===== src/rtl/jk_excitation_driver.sv =====
// rtl/jk_excitation_driver.sv - drives a JK flip-flop bank to target words and verifies the settled Q
// Optional JK_DRV_SHADOW_RESYNC_EN: on a failed compare the shadow state is reloaded from q_fb.
module jk_excitation_driver #(
   parameter int unsigned  W          = 8,
   parameter logic [W-1:0] INIT_Q     = '0,
   parameter int unsigned  DC_POLICY  = 0,
   parameter int unsigned  SETTLE_CYC = 1
) (
   input  logic         clk,
   input  logic         rst,
   input  logic [W-1:0] tgt_data,
   input  logic         tgt_valid,
   output logic         tgt_ready,
   output logic [W-1:0] j,
   output logic [W-1:0] k,
   input  logic [W-1:0] q_fb,
   output logic         busy,
   output logic         done,
   output logic         mismatch
);

   typedef enum logic [1:0] {IDLE, DRIVE, SETTLE, CHECK} state_t;

   localparam logic [3:0] SETTLE_LOAD = 4'(SETTLE_CYC - 1);

   state_t       state;
   state_t       state_nxt;
   logic [W-1:0] shadow;
   logic [W-1:0] tgt_r;
   logic [3:0]   cnt;
   logic         ready_r;
   logic         accept;
   logic [W-1:0] up;
   logic [W-1:0] dn;
   logic [W-1:0] j_exc;
   logic [W-1:0] k_exc;

   // ready_r keeps tgt_ready low for the cycle right after a reset edge
   assign tgt_ready = (state == IDLE) && ready_r;
   assign busy      = (state != IDLE);
   assign accept    = tgt_valid && tgt_ready;

   always_comb begin
      up = ~shadow & tgt_data;
      dn = shadow & ~tgt_data;
      if (DC_POLICY == 0) begin
         j_exc = up;
         k_exc = dn;
      end else begin
         j_exc = up | dn;
         k_exc = up | dn;
      end
   end

   always_ff @(posedge clk) begin
      if (rst) state <= IDLE;
      else     state <= state_nxt;
   end

   always_comb begin
      state_nxt = state;
      case (state)
         IDLE:    if (accept) state_nxt = DRIVE;
         DRIVE:   state_nxt = SETTLE;
         SETTLE:  if (cnt == 4'd0) state_nxt = CHECK;
         CHECK:   state_nxt = IDLE;
         default: state_nxt = IDLE;
      endcase
   end

   always_ff @(posedge clk) begin
      if (rst) begin
         shadow   <= INIT_Q;
         tgt_r    <= '0;
         j        <= '0;
         k        <= '0;
         cnt      <= '0;
         ready_r  <= 1'b0;
         done     <= 1'b0;
         mismatch <= 1'b0;
      end else begin
         ready_r <= 1'b1;
         done    <= 1'b0;
         j       <= '0;
         k       <= '0;
         case (state)
            IDLE: begin
               if (accept) begin
                  tgt_r    <= tgt_data;
                  j        <= j_exc;
                  k        <= k_exc;
                  mismatch <= 1'b0;
               end
            end
            DRIVE: begin
               // the bank captures at this edge, so the shadow follows it here
               shadow <= tgt_r;
               cnt    <= SETTLE_LOAD;
            end
            SETTLE: begin
               if (cnt != 4'd0) cnt <= cnt - 4'd1;
            end
            CHECK: begin
               mismatch <= (q_fb != tgt_r);
               done     <= 1'b1;
`ifdef JK_DRV_SHADOW_RESYNC_EN
               if (q_fb != tgt_r) shadow <= q_fb;
`endif
            end
            default: ;
         endcase
      end
   end

endmodule


===== config.mk =====
export PLATFORM = sky130hd
export DESIGN_NAME = jk_excitation_driver
export DESIGN_NICKNAME = d
export VERILOG_FILES = /design/src/rtl/jk_excitation_driver.sv
export SDC_FILE = /design/constraint.sdc
export NUM_CORES = 1
export LEC_CHECK = 0
export ABC_AREA = 1
export BUFFER_PORTS_ARGS = -buffer_cell sky130_fd_sc_hd__buf_2
export CORE_MARGIN = 8
export CORE_UTILIZATION = 40
export CTS_CLUSTER_DIAMETER = 100
export DETAILED_ROUTE_END_ITERATION = 10
export PLACE_DENSITY = 0.69
export RECOVER_POWER = 100
export SLEW_MARGIN = 20
export SYNTH_ARGS = -nofsm -noshare
export SYNTH_HDL_FRONTEND = slang
export SYNTH_SLANG_ARGS = --single-unit
export TNS_END_PERCENT = 100

===== constraint.sdc =====
create_clock -name clk -period 1.79 [get_ports clk]
set_input_delay 0.537 -clock clk [delete_from_list [all_inputs] [get_ports clk]]
set_output_delay 0.537 -clock clk [all_outputs]
set_load 0.01 [all_outputs]

==> results.sh <==
export IMPL_status="completed"
export IMPL_min_delay_start="shadow[2]"
export IMPL_cts_root_buf="clkbuf_8"
export IMPL_fin_total_pwr_uw=2710
export IMPL_rows=23
export IMPL_yosys_warnings=0
export IMPL_power_frac_comb_pct=24.1
export IMPL_finalSetupViolCount=0
export IMPL_cts_buffers=5
export IMPL_slowest_stage="dfxtp_2"
export IMPL_synth_edf_count=0
export IMPL_insertion_delay_ns=0.30
export IMPL_min_period_over_period_pct=96.1
export IMPL_p_int_uw=1880
export IMPL_end_kind="output port"
export IMPL_crit_family="flip-flops"
export IMPL_worstMarginPinSlew_ns=0.561
export IMPL_grt_overflow=0
export IMPL_p_per_area_nw_per_um2=1380
export IMPL_diodes=0
export IMPL_seqPwrFrac_pct=42.9
export IMPL_die_x_um=80.3
export IMPL_setup_tns_ns=0
export IMPL_pwr_share_clk_pct=33.0
export IMPL_critPathKind="reg -> out"
export IMPL_synth_top_area_share_pct=49.6
export IMPL_fp_dieH_um=80.3
export IMPL_cp_num_buf_inv=3
export IMPL_reg2reg_to="cnt[2]"
export IMPL_skew_ns=0.00876
export IMPL_synthTopCellsByArea="dfxtp_1, nand2_1, inv_1"
export IMPL_holdWs_ns=0.445
export IMPL_slowest_delay_ns=0.37
export IMPL_cts_num_sinks=41
export IMPL_ioPinCount=39
export IMPL_hold_end="j[2]"
export IMPL_cp_arrival_ns=1.18
export IMPL_gr_usage_met2_pct=16.6
export IMPL_synth_async_reset_ratio_pct=0
export IMPL_placed_area_um2=1890
export IMPL_syn2layout_area_growth_pct=18.5
export IMPL_layout_drive_gt1_share_pct=17.4
export IMPL_met1_usage_pct=12.6
export IMPL_clk_path_buf_depth=2
export IMPL_vias=1291
export IMPL_slew_viol_final=0
export IMPL_nNetsFinal=259
export IMPL_routedWlPerCell_um=11.2
export IMPL_rsz0062_at_grt="false"
export IMPL_cp_depth=5
export IMPL_grt_max_degree=25
export IMPL_hold_viol_final=0
export IMPL_antenna_found_initial=0
export IMPL_cp_data_required_time_ns=1.25
export IMPL_io_buffer_count=38
export IMPL_p_leak_uw=0.000851
export IMPL_path_clk_slew_ns=0.08
export IMPL_slew_headroom_pct=62.6
export IMPL_netSwitchingPower_uw=828
export IMPL_cts_tree="yes"
export IMPL_cp_max_fo=5
export IMPL_synth_top_cell_by_area="dfxtp_1"
export IMPL_dr_pass1_iters=4
export IMPL_grtUsageMet3_pct=3.91
export IMPL_drtAntennaViolNets=0
export IMPL_worstHoldPathCells=1
export IMPL_top_usage_layer="met2"
export IMPL_vias_per_cell=4.53
export IMPL_grt_pass1_wl_um=5400
export IMPL_drt_initial_drc_count=66
export IMPL_htree_num_levels=2
export IMPL_fin_area_um2=1960
export IMPL_swShare_pct=30.5
export IMPL_synth_seq_cells=41
export IMPL_worstRegToRegCells=8
export IMPL_rrSetupSlack_ns=0.35
export IMPL_synth_most_common_cell="dfxtp_1"
export IMPL_cap_violations=0
export IMPL_period_needed_ns=1.72
export IMPL_synth_common_cells="dfxtp_1, nand2_1, inv_1"
export IMPL_initial_core_util_pct=41.4
export IMPL_core_area_um2=4000
export IMPL_syn_inst=191
export IMPL_r2r_start="cnt[0]"
export IMPL_synth_ff_type="dfxtp_1"
export IMPL_globalRouteTotalUtil_pct=10.7
export IMPL_gp_congestion=0.738
export IMPL_drc_errors=0
export IMPL_synth_yosys_seq_area_share_pct=49.6
export IMPL_max_freq_mhz=581
export IMPL_grt_pass1_vias=1237
export IMPL_die_area_um2=6450
export IMPL_critPathLaunchType="flip-flop"
export IMPL_syn_nets=216
export IMPL_n_fill_cell=411
export IMPL_max_vdd_ir_drop_uv=649
export IMPL_dp_hpwl_um=2270
export IMPL_avgSynthCellArea_um2=8.66
export IMPL_wirelength_um=3190
export IMPL_hold_class="reg -> reg"
export IMPL_synthesis_area_um2=1650
export IMPL_synth_cell_types=23
export IMPL_path_cells="inv_2, ha_4, nand2_2, clkinv_4, buf_2"
export IMPL_ctsHoldBuffers=0
## logic make-up (layout without fill, tap and decap cells)
| group | count (synthesis) | after routing | synth area share (%) |
|---|---|---|---|
| XOR/XNOR | 3 | 3 | 1.59 |
| buffers and inverters | 38 | 82 | 9.76 |
| AO/OA/AOI/OAI | 36 | 36 | 13.2 |
| flip-flops | 41 | 41 | 49.6 |
| AND/OR/NAND/NOR | 67 | 67 | 21.3 |
| adder cells (fa/ha/maj) | 6 | 6 | 4.54 |
## power by group through the flow
stage,logic [uW],registers (uW),clock network (uW)
after global placement,656,1180,0
after CTS,697,1170,911
final,653,1160,895
after global routing,755,1190,948
after floorplan,500,1180,0
after detailed placement,666,1190,0
## layer usage
layer | up-vias | routed length (um)
met5 | - | 0
met4 | 0 | 57
met3 | 7 | 278
met2 | 35 | 1430
met1 | 558 | 1420
li1 | 691 | -
## layout by cell type, fill, tap and decap left out, types with 3 or more instances in the layout
cell / count
o22ai_1: 7
clkbuf_8: 5
nand3_1: 4
buf_2: 18
clkbuf_1: 21
nor2_1: 13
nand2_1: 35
nor3_1: 9
ha_1: 5
a21oi_1: 15
dfxtp_1: 39
xnor2_1: 3
inv_1: 31
o21ai_0: 11
## sequential cells by signal, summed over array words and instances (netlist names)
name	count
tgt_r	8
j	8
shadow	8
cnt	4
k	8
mismatch	1
done	1
ready_r	1
state	2
## per-stage QoR
step                      utilization (%)  setup slack [ns]  std cells
after floorplan                         -             0.413        191
after global placement               47.3             0.238        277
after detailed placement             47.3             0.215        277
after CTS                            51.1           0.00395        285
after global routing                 49.0           0.00348        285
final                                49.0            0.0703        285
## how the worst max path moves through the flow
stage | startpoint | end
2_1_floorplan | state[0] | tgt_ready
3_3_place_gp | state[0] | tgt_ready
3_5_place_dp | state[0] | tgt_ready
4_1_cts | state[1] | tgt_ready
5_1_grt | state[0] | tgt_ready
6_report | state[0] | tgt_ready
## what timing repair did
action | in CTS | in global routing
resized for setup | 3 | 3
setup endpoints to repair | 1 | 1
setup buffers | 0 | 0
## final cells by class
cell class	count	area (um^2)	area share, %
clock buffer	5	68.8	3.51
tap	50	62.6	3.19
timing repair buffer	40	176	9.00
multi-input combinational	112	627	32.0
clock inverter	3	68.8	3.51
sequential	41	823	42.0
inverter	34	133	6.77
Note: power is estimated with default switching activity, not from simulation.
